--- src/rtl/stage_if.sv ---
`default_nettype none
// stage_if -- RV32I instruction fetch: fetch PC, req/ack fetch FSM, prefetch FIFO, IF/ID register. Rev 1.0
// Define IF_PREFETCH_EN for a 2-entry prefetch FIFO; otherwise the FIFO holds a single word.
module stage_if #(
    parameter logic [31:0] RESET_PC = 32'h0000_0000
) (
    input  logic        clk,
    input  logic        rst,
    input  logic        stall,
    input  logic        br_taken,
    input  logic [31:0] br_target,
    output logic        mem_req,
    output logic [31:0] mem_addr,
    input  logic        mem_ack,
    input  logic [31:0] mem_rdata,
    output logic [31:0] pc,
    output logic [31:0] inst,
    output logic        inst_valid
);

    localparam logic [31:0] C_NOP = 32'h0000_0013;
`ifdef IF_PREFETCH_EN
    localparam logic [1:0]  C_DEPTH = 2'd2;
`else
    localparam logic [1:0]  C_DEPTH = 2'd1;
`endif

    typedef enum logic [1:0] {
        S_IDLE = 2'd0,
        S_WAIT = 2'd1,
        S_DROP = 2'd2
    } state_t;

    state_t      state_q;
    logic [31:0] fetch_pc_q;
    logic        mem_req_q;
    logic [31:0] mem_addr_q;

    logic [31:0] pc_q, pc_d;
    logic [31:0] inst_q, inst_d;
    logic        valid_q, valid_d;

    logic [1:0]  cnt_q, cnt_d;
    logic [31:0] head_pc_q, head_pc_d;
    logic [31:0] head_inst_q, head_inst_d;
`ifdef IF_PREFETCH_EN
    logic [31:0] tail_pc_q, tail_pc_d;
    logic [31:0] tail_inst_q, tail_inst_d;
`endif

    logic [31:0] redirect_pc;
    logic        unused_tgt_lsbs;
    logic        ack_in_wait;
    logic        take;
    logic        fifo_empty;
    logic        pop;
    logic        push;
    logic        bypass;

    assign redirect_pc     = {br_target[31:2], 2'b00};
    assign unused_tgt_lsbs = &{1'b0, br_target[1:0]};

    // Only an ack to a live (WAIT) request carries usable data; DROP acks are discarded.
    assign ack_in_wait = mem_ack && (state_q == S_WAIT);
    assign take        = ack_in_wait && !br_taken;
    assign fifo_empty  = (cnt_q == 2'd0);
    assign pop         = !br_taken && !stall && !fifo_empty;
    assign push        = take && (stall || !fifo_empty);
    assign bypass      = take && !stall && fifo_empty;

    always_comb begin
        head_pc_d   = head_pc_q;
        head_inst_d = head_inst_q;
        cnt_d       = cnt_q;
`ifdef IF_PREFETCH_EN
        tail_pc_d   = tail_pc_q;
        tail_inst_d = tail_inst_q;
`endif
        if (br_taken) begin
            cnt_d = 2'd0;
        end else if (pop && push) begin
`ifdef IF_PREFETCH_EN
            if (cnt_q == 2'd2) begin
                head_pc_d   = tail_pc_q;
                head_inst_d = tail_inst_q;
                tail_pc_d   = mem_addr_q;
                tail_inst_d = mem_rdata;
            end else begin
                head_pc_d   = mem_addr_q;
                head_inst_d = mem_rdata;
            end
`else
            head_pc_d   = mem_addr_q;
            head_inst_d = mem_rdata;
`endif
        end else if (pop) begin
            cnt_d = cnt_q - 2'd1;
`ifdef IF_PREFETCH_EN
            head_pc_d   = tail_pc_q;
            head_inst_d = tail_inst_q;
`endif
        end else if (push) begin
            cnt_d = cnt_q + 2'd1;
`ifdef IF_PREFETCH_EN
            if (fifo_empty) begin
                head_pc_d   = mem_addr_q;
                head_inst_d = mem_rdata;
            end else begin
                tail_pc_d   = mem_addr_q;
                tail_inst_d = mem_rdata;
            end
`else
            head_pc_d   = mem_addr_q;
            head_inst_d = mem_rdata;
`endif
        end
    end

    // IF/ID register: redirect beats stall, stall beats FIFO pop, FIFO beats bypass.
    always_comb begin
        pc_d    = pc_q;
        inst_d  = inst_q;
        valid_d = valid_q;
        if (br_taken) begin
            inst_d  = C_NOP;
            valid_d = 1'b0;
        end else if (stall) begin
            valid_d = valid_q;
        end else if (!fifo_empty) begin
            pc_d    = head_pc_q;
            inst_d  = head_inst_q;
            valid_d = 1'b1;
        end else if (bypass) begin
            pc_d    = mem_addr_q;
            inst_d  = mem_rdata;
            valid_d = 1'b1;
        end else begin
            inst_d  = C_NOP;
            valid_d = 1'b0;
        end
    end

    always_ff @(posedge clk) begin
        if (!rst) begin
            pc_q        <= 32'h0;
            inst_q      <= C_NOP;
            valid_q     <= 1'b0;
            cnt_q       <= 2'd0;
            head_pc_q   <= 32'h0;
            head_inst_q <= 32'h0;
`ifdef IF_PREFETCH_EN
            tail_pc_q   <= 32'h0;
            tail_inst_q <= 32'h0;
`endif
        end else begin
            pc_q        <= pc_d;
            inst_q      <= inst_d;
            valid_q     <= valid_d;
            cnt_q       <= cnt_d;
            head_pc_q   <= head_pc_d;
            head_inst_q <= head_inst_d;
`ifdef IF_PREFETCH_EN
            tail_pc_q   <= tail_pc_d;
            tail_inst_q <= tail_inst_d;
`endif
        end
    end

    // Fetch FSM. In WAIT, mem_addr_q always equals fetch_pc_q; a request only
    // starts when the FIFO can absorb its data even if decode stalls.
    always_ff @(posedge clk) begin
        if (!rst) begin
            state_q    <= S_IDLE;
            fetch_pc_q <= RESET_PC;
            mem_req_q  <= 1'b0;
            mem_addr_q <= 32'h0;
        end else begin
            case (state_q)
                S_IDLE: begin
                    if (br_taken) begin
                        fetch_pc_q <= redirect_pc;
                    end else if (cnt_q < C_DEPTH) begin
                        state_q    <= S_WAIT;
                        mem_req_q  <= 1'b1;
                        mem_addr_q <= fetch_pc_q;
                    end
                end
                S_WAIT: begin
                    if (mem_ack) begin
                        if (br_taken) begin
                            fetch_pc_q <= redirect_pc;
                            state_q    <= S_IDLE;
                            mem_req_q  <= 1'b0;
                        end else begin
                            fetch_pc_q <= fetch_pc_q + 32'd4;
                            if (cnt_d < C_DEPTH) begin
                                mem_addr_q <= fetch_pc_q + 32'd4;
                            end else begin
                                state_q   <= S_IDLE;
                                mem_req_q <= 1'b0;
                            end
                        end
                    end else if (br_taken) begin
                        fetch_pc_q <= redirect_pc;
                        state_q    <= S_DROP;
                    end
                end
                S_DROP: begin
                    if (br_taken) begin
                        fetch_pc_q <= redirect_pc;
                    end
                    if (mem_ack) begin
                        state_q   <= S_IDLE;
                        mem_req_q <= 1'b0;
                    end
                end
                default: begin
                    state_q   <= S_IDLE;
                    mem_req_q <= 1'b0;
                end
            endcase
        end
    end

    assign mem_req    = mem_req_q;
    assign mem_addr   = mem_addr_q;
    assign pc         = pc_q;
    assign inst       = inst_q;
    assign inst_valid = valid_q;

endmodule
`default_nettype wire
--- config.mk ---
export PLATFORM = sky130hd
export DESIGN_NAME = stage_if
export DESIGN_NICKNAME = d
export VERILOG_FILES = /design/src/rtl/stage_if.sv
export SDC_FILE = /design/constraint.sdc
export NUM_CORES = 1
export LEC_CHECK = 0
export CORE_MARGIN = 1.5
export CORE_UTILIZATION = 45
export CTS_CLUSTER_DIAMETER = 50
export DETAILED_ROUTE_END_ITERATION = 10
export PLACE_DENSITY = 0.78
export SLEW_MARGIN = 20
export SYNTH_ARGS = -nofsm -noshare
export SYNTH_HDL_FRONTEND = slang
export SYNTH_SLANG_ARGS = --single-unit
--- constraint.sdc ---
create_clock -name clk -period 2.5 [get_ports clk]
set_input_delay 0.25 -clock clk [delete_from_list [all_inputs] [get_ports clk]]
set_output_delay 0.25 -clock clk [all_outputs]
set_load 0.01 [all_outputs]
==> results of run 1 <==
[report_power, final]
part / total [uW] / switching, uW / internal, uW / leakage [uW]
combinational: 2540 / 1350 / 1190 / 0.00233
sequential: 3820 / 350 / 3470 / 0.00161
clock: 2650 / 1320 / 1330 / 0.000276
total: 9010 / 3020 / 5990 / 0.00421
[final timing paths]
kind         depth (start not counted)  slack, ns            start               to
max                                  9       0.22         cnt_q[0]      mem_addr[1]
min                                  3       0.35            stall          inst[6]
max reg2reg                          9       0.22         cnt_q[0]      mem_addr[1]
min reg2reg                          2       0.46  head_inst_q[26]  head_inst_q[26]
[what timing repair did]
| action | in CTS | in global routing |
|---|---|---|
| hold buffers | 0 | 0 |
| buffers inserted | 0 | 1 |
| setup endpoints to repair | 0 | 2 |
| endpoints found under the hold margin | 0 | 0 |
[cells in the final DEF (no fill, tap or decap), drive strengths merged, types with 14 or more instances in the layout]
cell             n
clkdlybuf4s50  163
xnor2           26
dfxtp          198
a21oi           97
nand2          176
nor2            99
o21ai           28
buf             49
nand4           15
clkbuf          18
nand3           21
xor2            14
inv             20
nor3            66
mux2i           36
a211oi          54
a221oi          36
[kinds of logic after synthesis]
| kind of cell | Yosys count |
|---|---|
| simple gates | 432 |
| buf+inv | 112 |
| xor+xnor | 40 |
| fa+ha+maj | 3 |
| flops | 198 |
| mux | 36 |
| compound gates | 283 |
[synth_stat cells (all sizes together), types with 10 or more instances]
cell / number / share of area
dfxtp: 198 / 0.43
nand2: 176 / 0.072
nor2: 99 / 0.041
a21oi: 97 / 0.053
clkbuf: 67 / 0.027
nor3: 66 / 0.037
a211oi: 54 / 0.052
a221oi: 36 / 0.034
mux2i: 36 / 0.039
buf: 33 / 0.022
o21ai: 28 / 0.015
xnor2: 26 / 0.025
nand3: 21 / 0.012
nand4: 15 / 0.012
xor2: 14 / 0.013
o31ai: 13 / 0.012
inv: 12 / 0.0049
nor4: 10 / 0.0082
[layer usage]
metal | vias up | part of all wire
met5 | - | 0
met4 | 0 | 0.037
met3 | 61 | 0.070
met2 | 373 | 0.45
met1 | 4019 | 0.45
li1 | 4235 | -
[through the flow]
step / area (um^2) / total power (uW)
after global routing: 11800 / 9430
after detailed placement: 11200 / 6400
after global placement: 11200 / 6360
final: 11800 / 9010
after CTS: 11800 / 9030
after floorplan: 9210 / 5310
[worst max-delay path, cell delays in order, from the launching register on]
cell,delay [ns]
dfxtp_1,0.33
inv_1,0.16
ha_2,0.26
nor2_1,0.09
a41oi_1,0.36
a311oi_4,0.14
buf_4,0.18
buf_4,0.14
nor2_2,0.32
mux2i_1,0.22
[layout make-up]
class	instances	area, um^2	share of cell area
multi-input combinational	794	4790	0.406
inverter	12	47.5	0.00403
clock buffer	18	429	0.0364
tap	270	338	0.0286
sequential	198	3960	0.336
timing repair buffer	212	2100	0.178
clock inverter	14	135	0.0115
[state kept, by name, indices dropped and copies added, names as in the netlist, 2 cells and up]
| register | flops |
|---|---|
| fetch_pc_q | 32 |
| pc | 32 |
| cnt_q | 2 |
| mem_addr | 32 |
| state_q | 2 |
| inst | 32 |
| head_pc_q | 32 |
| head_inst_q | 32 |
==> impl_results.md, run 1 <==
- Full die area: 21300 um^2
- Crit path DAT: 2.64 ns
- Worst Path Max Fanout: 8
- Leakage: 0.00421 uW
- # clock sinks: 198
- Setup TNS: 0 ns
- Clock latency on the worst-skew pair: 0.43 ns
- Max cap viols: 0
- WL/cell: 16.8 um
- Via density: 5.72
- Sequential-to-total area share from yosys stat: 0.430
- First-pass GRT wire length: 41400 um
- Fraction of registers with async set/reset: 0
- Fillers: 1810
- Initial antenna violation count: 0
- Minimum clock period: 2.28 ns
- Hold crit path type: in -> reg
- Ports: 167
- Pwr Density: 764 nW/um^2
- TritonCTS Buffers: 17
- Critical Path RT: 2.86 ns
- Die width: 146 um
- Mux cell area share after synthesis: 0.0391
- Die Span Y: 146 um
- Vias in the first global route: 7959
- NumNets Final: 1307
- Mapped Area: 9210 um^2
- Place WS: 0.0535 ns
- Worst slew pin tran: 0.636 ns
- Grt total ovfl: 0
- Drt first-iter violations: 732
- Relative slew slack: 0.576
- RSZ-0062 raised after global routing: no
- Largest net degree at the start of global routing: 65
- Main combinational cell family by area after synthesis: compound AO/OA/AOI/OAI gates
- Status: finished, final reports clean
- Starting Density: 0.457
- Yosys cell types: 67
- Worst Slack Setup Final: 0.223 ns
- Setup crit end kind: flip-flop
- GR Util met1: 0.328
- Min Hold Slack: 0.351 ns
- Clock skew: 0.00981 ns
- Clock-pin slew on the worst setup and hold paths: 0.08 ns
- Placed cell count: 1485
- Synthesis Warnings: 0
- Layout cells sized above 1: 0.0929
- Count of final hold-check violations: 0
- Adder-cell area share of the yosys netlist: 0.00408
- Synthesized flop and latch total: 198
- Pre-antenna DRT Iters: 6
- Met2 usage: 0.357
- Startpoint Class: flip-flop
- Diode count: 0
- Post-route DRC: 0
- All-layer global routing usage: 0.237
- Post-cts sizing count: 0
- DPL Wire Length: 17800 um
- GRT met3 Usage: 0.0469
- Final Non-Filler Cells: 1518
- Final setup fails: 0
- WS Path Type: reg -> reg
- Core ar.: 20200 um^2
- Vias: 8688
- Final Core Density: 0.585
- Fmax: 0.439 GHz
- Root Driver: clkbuf_16
- Maximum VDD drop: 0.501 mV
- Max Slew Vio Count: 0
- Area share of xor/xnor cells in the synthesized design: 0.0380
- EDFF count, synth: 0
- Syn_area_per_cell: 8.34 um^2
- H-tree levels: 4
- Net count after synthesis: 1176
- Compound-cell area share of the yosys netlist: 0.219
- Cell Rows: 52
- Ratio of final minimum period to clock period: 0.911
- Final wirelength: 25500 um
- Bufs on Longest Clock Path: 2
- Area delta synth->final: 28.1%
- Post-DRT Antenna Nets: 0
- Buffers on Ports: 164
- GPL Wtd Cong: 0.928
- Mapped Cells: 1104
- Gr busiest metal: met2
- Synth Flop Type: dfxtp_1
- TritonCTS clock tree: built
- Post-synthesis simple-gate area fraction: 0.216
Note: power is estimated with default switching activity, not from simulation.
==> run 2, diff against run 1 <==
Settings changed: CORE_MARGIN 1.5 to not set, SLEW_MARGIN 20 to 0.
==> impl_results.md, run 2 (synthesis gave the netlist of run 1 again) <==
- Status: finished, final reports clean
- Minimum clock period: 2.24 ns (-0.0384 ns)
- TritonCTS Buffers: 17 (unchanged)
- Post-route DRC: 0 (unchanged)
- Clk network pwr share: 0.307 (+0.013)
- Clock skew: 0.0106 ns (+0.000792 ns)
- Initial antenna violation count: 0 (unchanged)
- Final wirelength: 26100 um (+2.5%)
- Worst slew pin tran: 0.624 ns (-0.0123 ns)
- Post-DRT Antenna Nets: 0 (unchanged)
- Net Switching: 3080 uW (+2.2%)
- DPL Wire Length: 18100 um (+1.6%)
- Final setup fails: 0 (unchanged)
- Setup crit end kind: flip-flop
- Post-CTS Setup Bufs: 0 (unchanged)
- RSZ-0062 raised after global routing: no
- All-layer global routing usage: 0.246 (+0.00868)
- Hold crit path type: in -> reg
- Int Pwr: 6160 uW (+2.8%)
- Fraction of power spent switching nets: 0.333 (-0.00146)
- Buffers on Ports: 164 (unchanged)
- Bufs on Longest Clock Path: 2 (unchanged)
- Area delta synth->final: 28.8%
- Worst Slack Setup Final: 0.261 ns (+0.0384 ns)
- Starting Density: 0.466 (+0.00895)
- Placed cell count: 1481 (-0.27%)
- Pwr Density: 779 nW/um^2 (+2.1%)
- Die Span Y: 145 um (-0.68%)
- Hold-fix buffers, CTS: 0 (unchanged)
- Largest net degree at the start of global routing: 65 (unchanged)
- Via density: 5.78 (+0.99%)
- Root Driver: clkbuf_16
- Pre-antenna DRT Iters: 5 (-1)
- Slowest cell delay on critical path: 0.63 ns (+0.27 ns)
- Max Slew Vio Count: 0 (unchanged)
- Fmax: 0.447 GHz (+1.7%)
- Place WS: 0.0855 ns (+0.0320 ns)
- Post-cts sizing count: 0 (unchanged)
- Setup TNS: 0 ns (unchanged)
- Final Non-Filler Cells: 1513 (-0.33%)
- Commonest non-fill, non-tap cells in the layout: dfxtp_1, nand2_1, clkdlybuf4s50_1
- Maximum VDD drop: 0.601 mV (+20%)
- Ports: 167 (unchanged)
- Seq pwr share: 0.414 (-0.010)
- Placed cell area: 11300 um^2 (+0.23%)
- Top Metal Used: met4
- WL/cell: 17.3 um (+2.8%)
- DR WL met3: 1780 um (-0.84%)
- GPL Wtd Cong: 0.925 (-0.28%)
- Drt first-iter violations: 807 (+10%)
- Clock-pin slew on the worst setup and hold paths: 0.08 ns (about the same)
- Worst Path Max Fanout: 13 (+5)
- Clock latency on the worst-skew pair: 0.44 ns (about the same)
- Layout cells sized above 1: 0.0938 (+0.000801)
- Combinational power share: 0.279 (-0.003)
- Crit path max-delay cell type: or4_1
- Vias in the first global route: 7956 (-0.038%)
- Max cap viols: 0 (unchanged)
- Startpoint Class: flip-flop
- Crit path DAT: 2.57 ns (-0.07 ns)
- Most common cell after layout, fill and taps aside: dfxtp_1
- NumNets Final: 1307 (unchanged)
- Grt total ovfl: 0 (unchanged)
- Diode count: 0 (unchanged)
- Cell Rows: 51 (-1.9%)
- Critical Path RT: 2.83 ns (-0.03 ns)
- Leakage: 0.00424 uW (+0.72%)
- Design Area, Final: 11900 um^2 (+0.55%)
- Relative slew slack: 0.584 (+0.00820)
- # clock sinks: 198 (unchanged)
- WL met1: 11800 um (+3.6%)
- WS Path Type: reg -> reg
- Full die area: 21000 um^2 (-1.4%)
- CP Cell Sequence: nand3_2 > or4_1 > buf_4 > nor3_1 > xor2_1 > o211a_1
- Count of final hold-check violations: 0 (unchanged)
- Die width: 145 um (-0.68%)
- H-tree levels: 4 (unchanged)
- First-pass GRT wire length: 42100 um (+1.7%)
- TritonCTS clock tree: built
- WL met2: 11800 um (+3.4%)
- Final Core Density: 0.600 (+0.0148)
- Core ar.: 19800 um^2 (-1.9%)
- Ratio of final minimum period to clock period: 0.896 (-0.0154)
- Vias: 8745 (+0.66%)
==> run 2: changes by cell type in the layout (fill, tap and decap cells not counted), sizes merged <==
cell	before	now
bufinv	0	1
clkinv	5	2
clkinvlp	1	0
inv	20	23
==> run 2: metal layers <==
metal  vias up  GRT usage
met1      4086      0.339
met4         0     0.0974
li1       4238          -
met2       362      0.382
met3        59     0.0399
met5         -          0
==> run 2: path summary, 6_finish.rpt <==
path	start	depth (start not counted)	slack, ns	end
setup / recovery	fetch_pc_q[8]	6	0.26	mem_addr[23]
hold / removal	stall	2	0.26	inst_valid
setup reg to reg	fetch_pc_q[8]	6	0.26	mem_addr[23]
hold reg to reg	head_pc_q[7]	2	0.46	head_pc_q[7]
==> run 2: power groups by stage <==
stage | combinational, uW | sequential (uW) | clock, uW
after CTS | 2570 | 3820 | 2880
after global routing | 2760 | 3880 | 3000
after detailed placement | 2550 | 3890 | 0
final | 2580 | 3830 | 2840
after global placement | 2510 | 3880 | 0
after floorplan | 1440 | 3860 | 0
==> run 2: cell type report <==
class | instances | area, um^2
inverter | 12 | 47.5
sequential | 198 | 3960
tap | 265 | 332
timing repair buffer | 212 | 2120
clock inverter | 14 | 171
fill | 1770 | 7920
multi-input combinational | 794 | 4790
clock buffer | 18 | 439
==> run 2: stage by stage <==
stage | hold slack (ns) | power, uW
2_1_floorplan | 0.386 | 5310
3_3_place_gp | 0.441 | 6390
3_5_place_dp | 0.446 | 6450
4_1_cts | 0.250 | 9270
5_1_grt | 0.289 | 9640
6_report | 0.264 | 9240
==> run 2: critical path: cells and delay by family, from the launching register on <==
family,cells,cell delay (ns)
XOR/XNOR,1,0.13
buffers and inverters,1,0.24
flip-flops,1,0.51
AND/OR/NAND/NOR,3,1.03
AO/OA/AOI/OAI,1,0.21
